`config.mk`:
```
export PLATFORM = sky130hd
export DESIGN_NAME = spi_cmd_ctrl_flat
export DESIGN_NICKNAME = d
export VERILOG_FILES = /design/src/rtl/spi_cmd_if.sv /design/src/rtl/spi_cmd_ctrl.sv /design/src/flat_wrapper.sv
export SDC_FILE = /design/constraint.sdc
export NUM_CORES = 1
export LEC_CHECK = 0
export BUFFER_PORTS_ARGS = -buffer_cell sky130_fd_sc_hd__buf_2
export CAP_MARGIN = 15
export CORE_UTILIZATION = 50
export DETAILED_ROUTE_END_ITERATION = 16
export MAX_ROUTING_LAYER = met4
export PLACE_DENSITY = 0.76
export SYNTH_ARGS = -nofsm -noshare
export SYNTH_HDL_FRONTEND = slang
export SYNTH_SLANG_ARGS = --single-unit
```
`constraint.sdc`:
```
create_clock -name clk -period 2.6 [get_ports clk]
set_clock_uncertainty 0.05 [all_clocks]
set_input_delay 0.13 -clock clk [delete_from_list [all_inputs] [get_ports clk]]
set_output_delay 0.13 -clock clk [all_outputs]
set_load 0.03 [all_outputs]
```
`src/rtl/spi_cmd_if.sv`:
```
// Register-access bundle between the SPI byte bridge, the command
// controller and the register file.
interface spi_cmd_if #(
    parameter int ADDR_W = 6
);
    logic              cs_n;
    logic              byte_sync;
    logic [7:0]        data_in;
    logic [7:0]        data_out;
    logic [ADDR_W-1:0] addr;
    logic              write;
    logic              read;
    logic [7:0]        data_write;
    logic [7:0]        data_read;
    logic              frame_err;

    modport slave (
        input  cs_n, byte_sync, data_in, data_read,
        output data_out, addr, write, read, data_write, frame_err
    );

    modport master (
        output cs_n, byte_sync, data_in, data_read,
        input  data_out, addr, write, read, data_write, frame_err
    );
endinterface

```
`src/rtl/spi_cmd_ctrl.sv`:
```
// SPI command decoder: turns bridge bytes into register read/write
// strobes with burst auto-increment and aborted-frame detection.
module spi_cmd_ctrl #(
    parameter int ADDR_W = 6
) (
    input  logic      clk,
    input  logic      rst_n,
    spi_cmd_if.slave  bus
);
    typedef enum logic [1:0] {
        S_CMD,
        S_WDATA,
        S_RDATA
    } state_t;

    state_t            state;
    logic [2:0]        bs_q;
    logic [2:0]        cs_q;
    logic              ev;
    logic              cs_rise;
    logic              burst;
    logic              got_data;
    logic [ADDR_W-1:0] addr_q;
    logic [7:0]        dout_q;
    logic [7:0]        dw_q;
    logic              rd_q;
    logic              wr_q;
    logic              err_q;

    // Edges are registered once more so strobes land 3 clk after first sample.
    always_ff @(posedge clk or negedge rst_n) begin
        if (!rst_n) begin
            bs_q    <= 3'b000;
            cs_q    <= 3'b111;
            ev      <= 1'b0;
            cs_rise <= 1'b0;
        end else begin
            bs_q    <= {bs_q[1:0], bus.byte_sync};
            cs_q    <= {cs_q[1:0], bus.cs_n};
            ev      <= bs_q[1] & ~bs_q[2];
            cs_rise <= cs_q[1] & ~cs_q[2];
        end
    end

    always_ff @(posedge clk or negedge rst_n) begin
        if (!rst_n) begin
            state    <= S_CMD;
            burst    <= 1'b0;
            got_data <= 1'b0;
            addr_q   <= '0;
            dout_q   <= 8'h00;
            dw_q     <= 8'h00;
            rd_q     <= 1'b0;
            wr_q     <= 1'b0;
            err_q    <= 1'b0;
        end else begin
            rd_q  <= 1'b0;
            wr_q  <= 1'b0;
            err_q <= 1'b0;
            if (wr_q && burst)
                addr_q <= addr_q + ADDR_W'(1);
            if (rd_q && state == S_RDATA)
                dout_q <= bus.data_read;
            unique case (state)
                S_CMD: begin
                    if (ev) begin
                        addr_q   <= bus.data_in[ADDR_W-1:0];
                        burst    <= bus.data_in[6];
                        got_data <= 1'b0;
                        if (bus.data_in[7]) begin
                            state <= S_WDATA;
                        end else begin
                            rd_q  <= 1'b1;
                            state <= S_RDATA;
                        end
                    end
                end
                S_WDATA: begin
                    if (ev) begin
                        wr_q     <= 1'b1;
                        dw_q     <= bus.data_in;
                        got_data <= 1'b1;
                        if (!burst)
                            state <= S_CMD;
                    end
                end
                S_RDATA: begin
                    if (ev) begin
                        if (burst) begin
                            addr_q <= addr_q + ADDR_W'(1);
                            rd_q   <= 1'b1;
                        end else begin
                            state  <= S_CMD;
                            dout_q <= 8'h00;
                        end
                    end
                end
                default: state <= S_CMD;
            endcase
            // A byte in the same clk as cs rise counts as received data.
            if (cs_rise) begin
                state  <= S_CMD;
                dout_q <= 8'h00;
                if (state == S_WDATA && !got_data && !ev)
                    err_q <= 1'b1;
            end
        end
    end

    assign bus.data_out   = dout_q;
    assign bus.addr       = addr_q;
    assign bus.write      = wr_q;
    assign bus.read       = rd_q;
    assign bus.data_write = dw_q;
    assign bus.frame_err  = err_q;
endmodule

```
`src/flat_wrapper.sv`:
```
// flat-port wrapper written by rule: the top's interface ports become plain ports
module spi_cmd_ctrl_flat 
#(
    parameter int ADDR_W = 6
)
  (clk, rst_n, bus_cs_n, bus_byte_sync, bus_data_in, bus_data_read, bus_data_out, bus_addr, bus_write, bus_read, bus_data_write, bus_frame_err);
  spi_cmd_if #(.ADDR_W(ADDR_W)) bus_i ();
  input  logic clk;
  input  logic rst_n;
  input wire logic [$bits(bus_i.cs_n)-1:0] bus_cs_n;
  input wire logic [$bits(bus_i.byte_sync)-1:0] bus_byte_sync;
  input wire logic [$bits(bus_i.data_in)-1:0] bus_data_in;
  input wire logic [$bits(bus_i.data_read)-1:0] bus_data_read;
  output wire logic [$bits(bus_i.data_out)-1:0] bus_data_out;
  output wire logic [$bits(bus_i.addr)-1:0] bus_addr;
  output wire logic [$bits(bus_i.write)-1:0] bus_write;
  output wire logic [$bits(bus_i.read)-1:0] bus_read;
  output wire logic [$bits(bus_i.data_write)-1:0] bus_data_write;
  output wire logic [$bits(bus_i.frame_err)-1:0] bus_frame_err;
  assign bus_i.cs_n = bus_cs_n;
  assign bus_i.byte_sync = bus_byte_sync;
  assign bus_i.data_in = bus_data_in;
  assign bus_i.data_read = bus_data_read;
  assign bus_data_out = bus_i.data_out;
  assign bus_addr = bus_i.addr;
  assign bus_write = bus_i.write;
  assign bus_read = bus_i.read;
  assign bus_data_write = bus_i.data_write;
  assign bus_frame_err = bus_i.frame_err;
  spi_cmd_ctrl #(.ADDR_W(ADDR_W)) u_core (.clk(clk), .rst_n(rst_n), .bus(bus_i));
endmodule
```
==> summary by stage <==
Synthesis
The top cell type by total area after synthesis is sky130_fd_sc_hd__dfrtp_1. After synthesis, the most frequently instantiated cells are sky130_fd_sc_hd__dfrtp_1, sky130_fd_sc_hd__nand2_1, sky130_fd_sc_hd__a21oi_1. After synthesis, the mean cell area works out to slightly above 10 µm².

Yosys mapped a number of flops with a built-in enable equal to 0. By area the synthesized netlist is led by sky130_fd_sc_hd__dfrtp_1, sky130_fd_sc_hd__mux2_2, sky130_fd_sc_hd__nand2_1. The fraction of synthesis flops using an asynchronous set or reset pin is 1.00. The post-synth net total is 195. The most used flip-flop cell after synthesis is sky130_fd_sc_hd__dfrtp_1. The synthesis warning total is 0. The top-area cell type share of the netlist area is 0.489.

In this run the cell area of the synthesized design comes to 1740 µm². The most common cell in the synthesized netlist is sky130_fd_sc_hd__dfrtp_1. The number of different library cells used by synthesis comes to 38. The synthesized instance count is 171. Synthesis inferred 37 register bits. The share of the yosys chip area belonging to registers is 0.534.

Route
The detailed router put a total of around 1700 µm of wire on met1. The routed length on met3 is approximately 130 µm. The number of iterations in the first detailed-routing pass is 5. The final routed DRC violation total is 0. The final layout contains routed wiring with a total length of 3610 µm. Once detail routing completed, the nets flagged for antenna violations numbered 0. In the final routed layout, each cell accounts on average for 12.9 µm. The first routing iteration left 42 violations. Dividing the detail-routed via count by the number of cells gives 5.16. The routed layout has 1439 vias. Signal routing reaches up to met4.

After detailed routing, the met2 layer carries 1690 µm of wire.

Cells and area
The final standard cell count with taps included and fillers excluded is 279. The number of antenna diodes is 0. The final layout contains between 200 and 300 nets.

The final cell area excluding filler cells is 2210 µm². The fraction of final layout cells with drive strength greater than 1 is 0.296. For this run, the share of the core covered by cells in the final layout is 0.664. After filler insertion, the fill cell instance count of the layout stands at 298. The layout-stage area growth over the synthesis result is 27.2%.

Status
The run finished with clean final reports.

CTS
The clock tree from TritonCTS is done. Post-CTS timing repair inserted 0 buffers for setup. The clock drives 37 sinks. The deepest level of the CTS H-tree is 2. Post-CTS repair changed the size of 0 cells. In this run the clock root is driven by a sky130_fd_sc_hd__clkbuf_4. The clock-pin slew reported for the worst setup and hold paths after clock tree synthesis is 110 ps.

The number of buffers on the longest clock path is 2. The number of buffers created by CTS is 5. The insertion delay to the later sink of the worst-skew pair is 350 ps.

Worst hold path
In this run the most critical hold path is launched from bus_data_in[7]. The min-delay analysis places its worst path in the category in -> reg. The number of cells traversed by the worst hold path is 2.

The end of the worst hold path is u_core.bus.data_write[7]$_DFFE_PN0P_.

Setup path
The critical path arrival is 2140 ps. The path depth of the worst reg2reg path is 5. The startpoint of the worst setup timing path is u_core.state[0]$_DFFE_PN0P_. The minimum setup slack among reg-to-reg paths is between 600 and 700 ps. The reg-to-reg startpoint is u_core.state[0]$_DFFE_PN0P_.

For the worst setup path, the data required time is 2760 ps. The type of the worst setup path is reg -> reg. The endpoint identified for the worst register-to-register timing path is u_core.bus.data_out[5]$_DFF_PN0_. Of all nets on the critical path, the largest fanout is 18.

STA classifies the critical path endpoint as a register. The critical path launch point type is a register.

Timing
The setup TNS after final layout is 0 ps. Setup violations remaining at the end of the flow were counted as 0. The total count of max-transition violations in the final report is 0. The highest achievable clock rate is about 510 MHz. The tightest hold path in the finished design has a slack of between 20 and 30 ps. For the pin with the worst max-slew slack, the measured transition is 776 ps. The number of endpoints with negative hold slack in the final report came to 0. Setup repair after global routing left no endpoint under its margin. For the finished layout, the period the worst path requires is roughly 2000 ps.

The worst slew slack as a fraction of its limit is 0.483. In the post-route analysis, the smallest setup slack over all paths is 624 ps. The share of the clock period used by the worst path after layout is 0.760.

Placed design
The congestion estimate from routability-driven global placement came to ~0.88. Summed over all nets, the half-perimeter wirelength after detailed placement is 2420 µm. In this run the tool buffered the top-level ports with 44 buffer cells. The placed instances occupy a cell area of 1980 µm². The worst setup timing slack at the placement stage is 679 ps. In this run, placement finished with an instance count of 253.

Flow run
The max-capacitance violation count is 0.

Pwr
The completed layout was analyzed and its total power is 2.16 mW. IR analysis of the VDD net gives a maximum drop of 0.000594 V. The power density over the cells is 977 nW/µm². In this run the static leakage power is 1.02 nW.

Floorplan
The number of ports placed on the die boundary is 45. Row generation in the floorplan step produced 21 rows. The floorplan die area is around 3700 µm². The initial utilization of the core area, before any placement, comes to 0.522. The horizontal die dimension is about 61 µm. The height of the chip is 61 µm. The core region is 3340 µm².

Global route
The initial antenna violation count came to 0. The overall routing resource usage is 0.231. The number of global-route vias before repair is 1387. The remaining global-route overflow is 0. The maximum number of pins on one net before global-route repair is 38. The first global-routing pass estimated 5920 µm of wire.
-- critical path, stage by stage (launching register included) --
cell                       delay (ps)
sky130_fd_sc_hd__dfrtp_1          410
sky130_fd_sc_hd__inv_1            100
sky130_fd_sc_hd__ha_1             570
sky130_fd_sc_hd__inv_1            120
sky130_fd_sc_hd__o21bai_1         500
sky130_fd_sc_hd__a21oi_1           80
-- report_power, final --
group          total, mW  switching [mW]  internal, mW
Combinational      0.958           0.586         0.372
Clock              0.297           0.195         0.102
Sequential         0.909           0.177         0.732
Total               2.16           0.958          1.21
-- worst max-delay path by stage --
stage / end / cells after the start
floorplan: u_core.bus.addr[1]$_DFF_PN0_ / 4
global placement: u_core.bus.data_out[0]$_DFF_PN0_ / 5
detailed placement: u_core.bus.data_out[5]$_DFF_PN0_ / 5
CTS: u_core.bus.data_out[5]$_DFF_PN0_ / 5
global route: u_core.bus.data_out[5]$_DFF_PN0_ / 5
finish: u_core.bus.data_out[5]$_DFF_PN0_ / 5
-- timing repair --
item,4_1_cts,5_1_grt
endpoints found under the hold margin,52,0
endpoints found under the setup margin,0,0
hold buffers,18,0
-- registers in the layout (all words and copies together) (netlist names) --
signal / cells
u_core.bs_q: 3
u_core.burst: 1
u_core.bus.addr: 6
u_core.bus.data_out: 8
u_core.bus.data_write: 8
u_core.bus.frame_err: 1
u_core.bus.read: 1
u_core.bus.write: 1
u_core.cs_q: 3
u_core.cs_rise: 1
u_core.ev: 1
u_core.got_data: 1
u_core.state: 2
-- layout by cell type, fill, tap and decap left out, types with 3 or more instances in the layout --
cell type	instances
sky130_fd_sc_hd__o21ai_0	10
sky130_fd_sc_hd__a21oi_1	14
sky130_fd_sc_hd__o22ai_1	4
sky130_fd_sc_hd__nand2_1	24
sky130_fd_sc_hd__mux2_2	10
sky130_fd_sc_hd__ha_1	4
sky130_fd_sc_hd__xnor2_1	3
sky130_fd_sc_hd__clkbuf_4	5
sky130_fd_sc_hd__dlygate4sd3_1	18
sky130_fd_sc_hd__nor2_1	7
sky130_fd_sc_hd__nor2b_1	4
sky130_fd_sc_hd__nor3_1	6
sky130_fd_sc_hd__dfstp_2	3
sky130_fd_sc_hd__buf_2	44
sky130_fd_sc_hd__inv_1	8
sky130_fd_sc_hd__dfrtp_1	34
sky130_fd_sc_hd__nand3_1	10
-- area by class of cell --
type	instances	area [µm²]	share of cell area
timing repair buffer	62	400	0.181
clock buffer	5	37.5	0.0169
clock inverter	3	17.5	0.00791
inverter	8	30.0	0.0136
sequential	37	930	0.420
tap	46	57.6	0.0260
multi-input combinational	118	742	0.335
-- kinds of logic (layout without fill, tap and decap cells) --
group | after synthesis | after routing | share of synthesized area
buffers and inverters | 16 | 78 | 0.0395
AO/OA/AOI/OAI | 38 | 38 | 0.133
flip-flops | 37 | 37 | 0.534
XOR/XNOR | 4 | 4 | 0.0201
multiplexers | 11 | 11 | 0.0705
adder cells (fa/ha/maj) | 4 | 4 | 0.0288
AND/OR/NAND/NOR | 61 | 61 | 0.174
-- metal layers --
layer	up-vias	track usage
li1	719	-
met1	674	0.286
met2	40	0.369
met3	6	0.0448
met4	0	0.0974
met5	-	-
Note: power is estimated with default switching activity, not from simulation.
